**src/rtl/fetch_pred_ctrl_pkg.sv**
```systemverilog
// Shared types and constants for the fetch-stage PC sequencer and its
// in-flight prediction queue.
package fetch_pred_ctrl_pkg;

  localparam logic [31:0] RESET_PC_DEFAULT = 32'h0000_0000;

  localparam int BHT_IDX_W  = 4;
  localparam int BHT_IDX_LO = 2;
  localparam int BHT_IDX_HI = BHT_IDX_LO + BHT_IDX_W - 1;

  typedef struct packed {
    logic [31:0] pc;
    logic        pred;
    logic [31:0] tgt;
  } pred_entry_t;

  function automatic logic [BHT_IDX_W-1:0] bht_index(input logic [31:0] addr);
    return addr[BHT_IDX_HI:BHT_IDX_LO];
  endfunction

endpackage

```
**src/rtl/fetch_pred_ctrl_pred_queue.sv**
```systemverilog
// In-order circular FIFO of fetch predictions awaiting resolution in EX.
// clear_i wins over push/pop so a flush leaves the queue empty.
module pred_queue
  import fetch_pred_ctrl_pkg::*;
#(
  parameter int DEPTH = 4
) (
  input  logic        clk,
  input  logic        rst_n,
  input  logic        push_i,
  input  logic        pop_i,
  input  logic        clear_i,
  input  pred_entry_t entry_i,
  output pred_entry_t head_o,
  output logic        full_o,
  output logic        empty_o
);

  localparam int PTR_W = (DEPTH > 1) ? $clog2(DEPTH) : 1;
  localparam int CNT_W = $clog2(DEPTH + 1);

  pred_entry_t      mem_q [DEPTH];
  logic [PTR_W-1:0] rd_q, rd_d, wr_q, wr_d;
  logic [CNT_W-1:0] cnt_q, cnt_d;
  logic             do_push, do_pop;

  function automatic logic [PTR_W-1:0] next_ptr(input logic [PTR_W-1:0] p);
    return (p == PTR_W'(DEPTH - 1)) ? '0 : p + 1'b1;
  endfunction

  assign full_o  = (cnt_q == CNT_W'(DEPTH));
  assign empty_o = (cnt_q == '0);
  assign do_push = push_i & ~full_o;
  assign do_pop  = pop_i & ~empty_o;
  assign head_o  = mem_q[rd_q];

  always_comb begin
    rd_d  = do_pop  ? next_ptr(rd_q) : rd_q;
    wr_d  = do_push ? next_ptr(wr_q) : wr_q;
    cnt_d = cnt_q;
    case ({do_push, do_pop})
      2'b10:   cnt_d = cnt_q + 1'b1;
      2'b01:   cnt_d = cnt_q - 1'b1;
      default: cnt_d = cnt_q;
    endcase
    if (clear_i) begin
      rd_d  = '0;
      wr_d  = '0;
      cnt_d = '0;
    end
  end

  always_ff @(posedge clk or negedge rst_n) begin
    if (!rst_n) begin
      rd_q  <= '0;
      wr_q  <= '0;
      cnt_q <= '0;
    end else begin
      rd_q  <= rd_d;
      wr_q  <= wr_d;
      cnt_q <= cnt_d;
    end
  end

  // Payload storage carries no reset; validity is tracked by cnt_q alone.
  always_ff @(posedge clk) begin
    if (do_push && !clear_i) mem_q[wr_q] <= entry_i;
  end

endmodule

```
**src/rtl/fetch_pred_ctrl.sv**
```systemverilog
// Fetch PC sequencer: BHT/BTB lookup, next-PC selection, in-order prediction
// tracking and mispredict redirect with BHT update on branch resolution.
module fetch_pred_ctrl
  import fetch_pred_ctrl_pkg::*;
#(
  parameter logic [31:0] RESET_PC = RESET_PC_DEFAULT,
  parameter int          QDEPTH   = 4
) (
  input  logic        clk,
  input  logic        rst_n,
  input  logic        stall,
  input  logic        bht_taken,
  input  logic [31:0] bht_btp,
  output logic [3:0]  bht_ind,
  output logic        bht_br,
  output logic        bht_val,
  output logic [31:0] bht_bta,
  output logic [31:0] pc,
  output logic        pc_valid,
  output logic        flush,
  input  logic        ex_valid,
  input  logic        ex_is_br,
  input  logic        ex_taken,
  input  logic [31:0] ex_target
);

  logic [31:0] pc_q, pc_d;
  logic        started_q;
  pred_entry_t head, push_entry;
  logic        q_full, q_empty;
  logic        resolve, upd, act_taken, mispred, issue;

  assign resolve   = ex_valid & ~q_empty;
  assign upd       = resolve & ex_is_br;
  assign act_taken = ex_is_br & ex_taken;
  // A non-branch with pred=1 falls out of the direction compare (BTB alias).
  assign mispred   = resolve & ((head.pred != act_taken) |
                                (head.pred & act_taken & (head.tgt != ex_target)));

  assign pc_valid  = started_q & ~q_full & ~upd & ~mispred;
  assign issue     = pc_valid & ~stall;
  assign flush     = mispred;
  assign pc        = pc_q;

  assign bht_br    = upd;
  assign bht_ind   = upd ? bht_index(head.pc) : bht_index(pc_q);
  assign bht_val   = upd & ex_taken;
  assign bht_bta   = upd ? ex_target : 32'h0;

  assign push_entry = '{pc: pc_q, pred: bht_taken, tgt: bht_btp};

  always_comb begin
    pc_d = pc_q;
    if (mispred)    pc_d = act_taken ? ex_target : head.pc + 32'd4;
    else if (issue) pc_d = bht_taken ? bht_btp : pc_q + 32'd4;
  end

  always_ff @(posedge clk or negedge rst_n) begin
    if (!rst_n) begin
      pc_q      <= RESET_PC;
      started_q <= 1'b0;
    end else begin
      pc_q      <= pc_d;
      started_q <= 1'b1;
    end
  end

  pred_queue #(.DEPTH(QDEPTH)) u_queue (
    .clk     (clk),
    .rst_n   (rst_n),
    .push_i  (issue),
    .pop_i   (resolve),
    .clear_i (mispred),
    .entry_i (push_entry),
    .head_o  (head),
    .full_o  (q_full),
    .empty_o (q_empty)
  );

  // A resolve with nothing in flight means EX and fetch have lost sync.
  always @(posedge clk) begin
    if (rst_n) assert (!(ex_valid && q_empty));
  end

endmodule

```
**config.mk**
```make
export PLATFORM = sky130hd
export DESIGN_NAME = fetch_pred_ctrl
export DESIGN_NICKNAME = d
export VERILOG_FILES = /design/src/rtl/fetch_pred_ctrl_pkg.sv /design/src/rtl/fetch_pred_ctrl_pred_queue.sv /design/src/rtl/fetch_pred_ctrl.sv
export SDC_FILE = /design/constraint.sdc
export NUM_CORES = 1
export LEC_CHECK = 0
export ABC_AREA = 1
export BUFFER_PORTS_ARGS = -buffer_cell sky130_fd_sc_hd__buf_4
export CAP_MARGIN = 20
export CORE_MARGIN = 2
export CORE_UTILIZATION = 25
export CTS_BUF_LIST = sky130_fd_sc_hd__clkbuf_8
export CTS_CLUSTER_DIAMETER = 30
export DETAILED_ROUTE_END_ITERATION = 6
export SETUP_SLACK_MARGIN = 0.15
export SYNTH_ARGS = -nofsm -noshare
export SYNTH_HDL_FRONTEND = slang
export SYNTH_SLANG_ARGS = --single-unit
```
**constraint.sdc**
```tcl
create_clock -name clk -period 9.8 [get_ports clk]
set_input_delay 0.98 -clock clk [delete_from_list [all_inputs] [get_ports clk]]
set_output_delay 0.98 -clock clk [all_outputs]
set_load 0.05 [all_outputs]
```
After elaboration in Yosys (flattened, before gate mapping)
Memories as Yosys holds them, arrays and structs flattened.
Index checks and enable logic that the tools add are counted.
- RAM bits: 260
- memories kept: 1
- logic and storage cells: 61
- register bits after elaboration: 40
- output and inout port bits: 72
- bits of input ports: 71
- bitwise operators: 19
- reductions and logical operators: 7
- add/sub/neg operators: 6
- multiplexer cells: 16
- equality and inequality tests: 7
- memory list (memory ; words ; width ; rd ports ; clocked after memory_dff ; wr ports ; line ; RTL):
    u_queue.mem_q ; 4 ; 65 ; 1 ; 0 ; 1 ; fetch_pred_ctrl_pred_queue.sv:22 ; pred_entry_t mem_q [DEPTH];
- operators by type and width (kind ; number):
    2-to-1 mux 32 bit ; 5
    adder 32 x 3 -> 32 bit, second input constant ; 2
    inequality test 32 bit ; 1
    bitwise AND 1 bit ; 13
    2-to-1 mux 2 bit ; 6
    equality test 2 bit, second input constant ; 3
    case mux 3 bit (2 select lines) ; 1
    nonzero test 2 bit ; 3
    inverter 1 bit ; 5
    adder 2 x 1 -> 2 bit, second input constant ; 2
    2-to-1 mux 4 bit ; 1
    adder 3 x 1 -> 3 bit, second input constant ; 1
    equality test 3 bit, second input constant ; 1
    logical NOT 3 bit ; 1
    2-to-1 mux 3 bit ; 1
    nonzero test 3 bit ; 1
    subtractor 3 x 1 -> 3 bit, second input constant ; 1
    equality test 2 x 1 -> 1 bit, second input constant ; 1
    2-to-1 mux 1 bit ; 2
    logical AND 1 bit ; 1
    logical NOT 1 bit ; 1
    inequality test 1 bit ; 1
    OR 1 bit ; 1

Longest topological paths before layout
- word-level depth: 12
- gate-level depth with buffers: 27

Cells and area by module
A second synthesis with hierarchy kept.
- cell total of the unflattened synthesis: 1624
- area total of the unflattened synthesis: 15546.2 um2
- by module, submodules not included (module ; area an instance (um2) ; sequential area each (um2) ; cells an instance ; times used):
    pred_queue ; 10581.4 ; 7982.7 ; 698 ; 1
    fetch_pred_ctrl ; 4964.8 ; 825.8 ; 926 ; 1

Least setup slack after synthesis
No wires, ideal clock.
- path kind: input port to flip-flop
- start point: input port ex_is_br
- end point: memory u_queue.mem_q[0][0] (netlist bit), enable pin
- arrival time: 4.976 ns
- library setup time: 0.488 ns
- stages on the path: 10
- path slack: 4.336 ns
- path buffers: 2
- path through: nand2_1 > inv_1 > clkbuf_1 > ha_1 > inv_1 > nand2_1 > nand2_2 > nand3_2 > buf_2 > nor2_1
- word-level cells in the longest chain between the ends: 12
- elaborated cells on any way between the ends: 17
- classes of those cells: eq/ne: 1; mux: 2; bitwise: 12; reduce/logical: 2
- RTL lines (item ; line ; RTL):
    start: declaration ; fetch_pred_ctrl.sv:22 ; input logic ex_is_br,
    bitwise AND 1 bit ; fetch_pred_ctrl.sv:35 ; assign act_taken = ex_is_br & ex_taken;
    bitwise AND 1 bit (2 in a row) ; fetch_pred_ctrl.sv:38 ; (head.pred & act_taken & (head.tgt != ex_target)));
    OR 1 bit ; fetch_pred_ctrl.sv:37 ; assign mispred = resolve & ((head.pred != act_taken) |
    bitwise AND 1 bit ; fetch_pred_ctrl.sv:37 ;
    inverter 1 bit ; fetch_pred_ctrl.sv:40 ; assign pc_valid = started_q & ~q_full & ~upd & ~mispred;
    bitwise AND 1 bit ; fetch_pred_ctrl.sv:40 ;
    bitwise AND 1 bit ; fetch_pred_ctrl.sv:41 ; assign issue = pc_valid & ~stall;
    bitwise AND 1 bit ; fetch_pred_ctrl_pred_queue.sv:33 ; assign do_push = push_i & ~full_o;
    logical AND 1 bit (*) ; fetch_pred_ctrl_pred_queue.sv:67 ; if (do_push && !clear_i) mem_q[wr_q] <= entry_i;
    2-to-1 mux 1 bit (*) ; fetch_pred_ctrl_pred_queue.sv:67 ;
    2-to-1 mux 1 bit (implied by the code) (*) ; fetch_pred_ctrl_pred_queue.sv:67 ;
    end: declaration ; fetch_pred_ctrl_pred_queue.sv:22 ;
Mark *: on every way between the ends. The rest lies on a longest branch, timed or not.

Final worst setup path
- start point: register u_queue.rd_q[0]
- end point: output port pc_valid
- word-level cells in the longest chain between the ends: 7
- elaborated cells on any way between the ends: 9
- classes of those cells: eq/ne: 2; bitwise: 6; memory: 1
- RTL lines (item ; line ; RTL):
    start: declaration ; fetch_pred_ctrl_pred_queue.sv:23 ; logic [PTR_W-1:0] rd_q, rd_d, wr_q, wr_d;
    start signal: assignment ; fetch_pred_ctrl_pred_queue.sv:59 ; rd_q <= rd_d;
    memory (4 x 65 bit) (*) ; -- ;
    inequality test 32 bit or bitwise AND 1 bit (tied branches) ; fetch_pred_ctrl.sv:38 ;
    bitwise AND 1 bit ; fetch_pred_ctrl.sv:38 ;
    OR 1 bit (*) ; fetch_pred_ctrl.sv:37 ;
    bitwise AND 1 bit (*) ; fetch_pred_ctrl.sv:37 ;
    inverter 1 bit (*) ; fetch_pred_ctrl.sv:40 ;
    bitwise AND 1 bit (*) ; fetch_pred_ctrl.sv:40 ;
    end: declaration ; fetch_pred_ctrl.sv:19 ; output logic pc_valid,
Marked as above.

==> flow_summary.rst <==
.. list-table::
   :header-rows: 1

   * - Metric
     - Value
   * - Proportion of power drawn by combinational gates
     - 0.384
   * - Post-synthesis instance area
     - 14,700 sq um
   * - CP cell instances
     - inv_4 > buf_4 > nand2_1 > nand3_1 > nand2_1 > nand2_1 > nand4_1 > nor2_1 > nand2_1 > nor2_1 > nand2_1 > nand2_1 > nand2_1 > nand2_2 > buf_4 > inv_2 > nor2_1 > buf_4
   * - Later-pin clock latency in the skew report
     - 0.61 ns
   * - Clock-pin transition on the worst setup and hold timing paths
     - 0.05 ns
   * - Routed via count divided by cell count
     - 4.69
   * - Max-slew headroom at the worst pin
     - 0.278
   * - Starting utilization of the core area
     - 0.254
   * - Average wire per cell in the routed design
     - 18.9 microns
   * - Maximum number of pins on one net before global-route repair
     - 74
   * - Boundary Pins
     - 143
   * - Diodes inserted
     - 0
   * - Inst Count DP
     - 2,393
   * - Crit path top cell by count
     - sky130_fd_sc_hd__nand2_1
   * - TritonCTS Sinks
     - 300
   * - Share of post-route cells with drive strength above 1
     - 0.161
   * - Hold bufs inserted after CTS
     - 0
   * - Max Slew Vio Count
     - 0
   * - Category of the worst setup path capture point
     - primary output
   * - Total number of placement rows
     - 88
   * - Number of enable flip-flop cells after synthesis
     - 260
   * - Top flip-flop cell by instance count after synthesis
     - sky130_fd_sc_hd__edfxtp_1
   * - Worst IR Drop VDD
     - 0.188 mV
   * - Number of standard cells in the layout, taps in and fillers out
     - 2,524
   * - Final setup violation count
     - 0
   * - Power Total
     - 5560 uW
   * - DIE AREA
     - 60,800 sq um
   * - WP data required
     - 8.82 ns
   * - Crit path launch
     - u_queue.rd_q[0]
   * - Most frequent cells after synthesis
     - sky130_fd_sc_hd__nand2_1, sky130_fd_sc_hd__edfxtp_1, sky130_fd_sc_hd__nand3_1
   * - Most crowded layer after global routing
     - met2
   * - Classification of the worst-slack hold path
     - in -> async
   * - Synth cell types
     - 41
   * - Arrival @ worst endpoint
     - 4.97 ns
   * - Unrepaired setup endpoints after global routing
     - no
   * - Number of port buffers
     - 142
   * - Initial antenna violation count
     - 0
   * - CTS H-tree depth
     - 3
   * - Reg-to-reg slack, setup
     - 4.07 ns
   * - Leading cell types by total area after synthesis
     - sky130_fd_sc_hd__edfxtp_1, sky130_fd_sc_hd__nand2_1, sky130_fd_sc_hd__dfrtp_1
   * - Placed Area
     - 16,400 sq um
   * - Async set-reset flop share out of synthesis
     - 0.133
   * - Pwr Density
     - 311 nW/um^2
   * - Post_cts resized
     - 0
   * - Relative area change from synthesis to final layout
     - 21.7%
   * - Count of mapped cells out of synthesis
     - 1,548
   * - Number of iterations in the first detailed-routing pass
     - 5
   * - Vias in the first global route
     - 11,400
   * - Worst slew pin tran
     - 1.08 ns
   * - Internal Power
     - 3110 uW
   * - Timing-limited maximum frequency
     - 168 MHz
   * - CP max FO
     - 73
   * - Net count, final
     - 1,783
   * - Final critical-path share of the clock period
     - 0.607
   * - Worst clock skew
     - 0.0328 ns
   * - Post-route cell area
     - 17,900 sq um
   * - Max-capacitance violation count
     - 0
   * - Detail Placement HPWL
     - 32,200 microns
   * - Switching share of power
     - 0.440
   * - Count of buffer and inverter cells on the critical path
     - 5
   * - Global router's overall resource usage
     - 0.154
   * - Portion of synthesized cell area occupied by the leading cell type
     - 0.531
   * - Yosys warning count
     - 0
   * - Critical setup path kind
     - reg -> out
   * - Starting DRC count in detailed routing
     - 1,033
   * - Wire length of the first global-routing pass
     - 70,600 microns
   * - DIE HEIGHT
     - 247 microns
   * - Cell leakage power
     - 0.00722 uW
   * - Final estimated routing congestion in global placement
     - 0.902
   * - Sequential fraction of design power
     - 0.348
   * - Global routing usage on met1
     - 0.206
   * - Maximum root-to-sink buffer count
     - 3
   * - Avg Synthesized Cell Area
     - 9.50 sq um
   * - Post-route DRC
     - 0
   * - Most common cell in the synthesized netlist
     - sky130_fd_sc_hd__nand2_1
   * - Core area
     - 57,900 sq um
   * - Clock buffer count from CTS
     - 71
   * - Logic depth of the worst register-to-register path
     - 18
   * - Type of element launching the critical path
     - flop
   * - Number of nets with antenna violations after routing
     - 0
   * - Fin. Hold Viols
     - 0
   * - Sw power
     - 2450 uW
   * - Cell at the root of the clock tree
     - sky130_fd_sc_hd__clkbuf_8
   * - Total Wirelength
     - 47,800 microns
   * - Result of the run
     - completed
   * - Die Span X
     - 247 microns
   * - Endpoint of the lowest-slack register-to-register path
     - u_queue.mem_q[1][60]
   * - Number of vias in the routed layout
     - 11,800
   * - Library cell with the largest summed area after synthesis
     - sky130_fd_sc_hd__edfxtp_1
   * - Post-synth net total
     - 1,628
   * - Seq cells post-synth
     - 300
   * - Source of the worst register-to-register timing path
     - u_queue.rd_q[0]
   * - TritonCTS clock tree
     - yes
   * - Post-layout utilization of the core
     - 0.309
   * - Delay contributed by the slowest stage of the critical path
     - 0.78 ns
   * - Largest delay contributor family on the critical path
     - buffers and inverters
   * - Slowest-stage cell, CP
     - sky130_fd_sc_hd__dfrtp_4
   * - Setup bufs post-CTS
     - 0
   * - Remaining global-route overflow
     - 0
   * - Share of total power in the clock network
     - 0.268
   * - Met3 usage in global routing
     - 0.0275
   * - Final worst path period need
     - 5.95 ns
   * - Sequential area share after synthesis
     - 0.599
   * - Met2 track utilization from global routing
     - 0.253
   * - Aggregate negative setup slack
     - 0 ns
[cell usage in the layout (no fill, tap or decap), drive strengths merged]
cell,Yosys,layout
o211ai,21,21
nand2,511,511
a31oi,7,7
ha,8,8
buf,54,154
nand4,13,13
nand3b,5,5
xnor2,9,9
clkinvlp,0,9
inv,92,110
nor4,4,4
nor3,11,11
a21oi,21,21
o22ai,8,8
nor2,141,141
clkinv,1,26
nor3b,2,2
edfxtp,260,260
dfrtp,40,40
nand3,198,198
o221ai,1,1
mux2i,2,2
a32oi,4,4
fa,1,1
o31ai,2,2
bufinv,0,6
and2,1,1
clkbuf,18,71
o21ai,79,79
conb,1,1
xor2,33,33
[cell families (layout without fill, tap and decap cells)]
| group | Yosys count | in the layout | share of synthesized area |
|---|---|---|---|
| AOI/OAI and AO/OA | 143 | 143 | 0.0562 |
| xor gates and xnor gates | 42 | 42 | 0.0250 |
| adders and majority gates | 9 | 9 | 0.00817 |
| buffers and inverters | 165 | 376 | 0.0569 |
| DFF | 300 | 300 | 0.599 |
| muxes | 2 | 2 | 0.00136 |
| other | 1 | 1 | 0.000255 |
| and+or+nand+nor | 886 | 886 | 0.253 |
[state kept, by name, indices dropped and copies added, names as in the netlist]
signal	flops
pc	32
u_queue.mem_q	260
started_q	1
u_queue.wr_q	2
u_queue.cnt_q	3
u_queue.rd_q	2
[metrics by stage]
stage	hold WS, ns	setup WS, ns
finish	0.401	3.85
global placement	0.542	4.18
floorplan	0.509	4.34
detailed placement	0.562	4.09
global route	0.424	3.45
CTS	0.395	3.86
[cell type report]
| type | count | area (sq um) |
|---|---|---|
| Sequential cell | 300 | 8810 |
| Tap cell | 765 | 957 |
| Fill cell | 6050 | 40000 |
| Clock buffer | 71 | 977 |
| Timing Repair Buffer | 154 | 1200 |
| Inverter | 93 | 354 |
| Multi-Input combinational cell | 1083 | 5090 |
| Clock inverter | 58 | 498 |
[routing by layer]
metal  part of all wire  vias to the layer above
li1                   -                     5585
met1               0.44                     5710
met2               0.47                      472
met3              0.066                       79
met4              0.024                        0
met5                  0                        -
[worst register-to-register path, delay by kind of cell (launching register included)]
| family | cells | cell delay (ns) |
|---|---|---|
| buffers and inverters | 4 | 2.62 |
| AND/OR/NAND/NOR | 14 | 1.91 |
| flip-flops | 1 | 0.78 |
[power groups by stage]
| stage | clock network (uW) | logic [uW] | registers, uW |
|---|---|---|---|
| 3_3_place_gp | 0 | 2110 | 1950 |
| 5_1_grt | 1580 | 2360 | 1970 |
| 2_1_floorplan | 0 | 1410 | 2030 |
| 3_5_place_dp | 0 | 2140 | 1960 |
| 4_1_cts | 1520 | 2150 | 1940 |
| 6_report | 1490 | 2140 | 1940 |
[how the worst max path moves through the flow]
stage,to,depth (start not counted),slack [ns]
2_1_floorplan,u_queue.mem_q[0][0],10,4.34
3_3_place_gp,u_queue.mem_q[1][42],18,4.18
3_5_place_dp,u_queue.mem_q[1][46],18,4.09
4_1_cts,pc_valid,18,3.86
5_1_grt,pc_valid,18,3.45
6_report,pc_valid,18,3.85
Note: power is estimated with default switching activity, not from simulation.
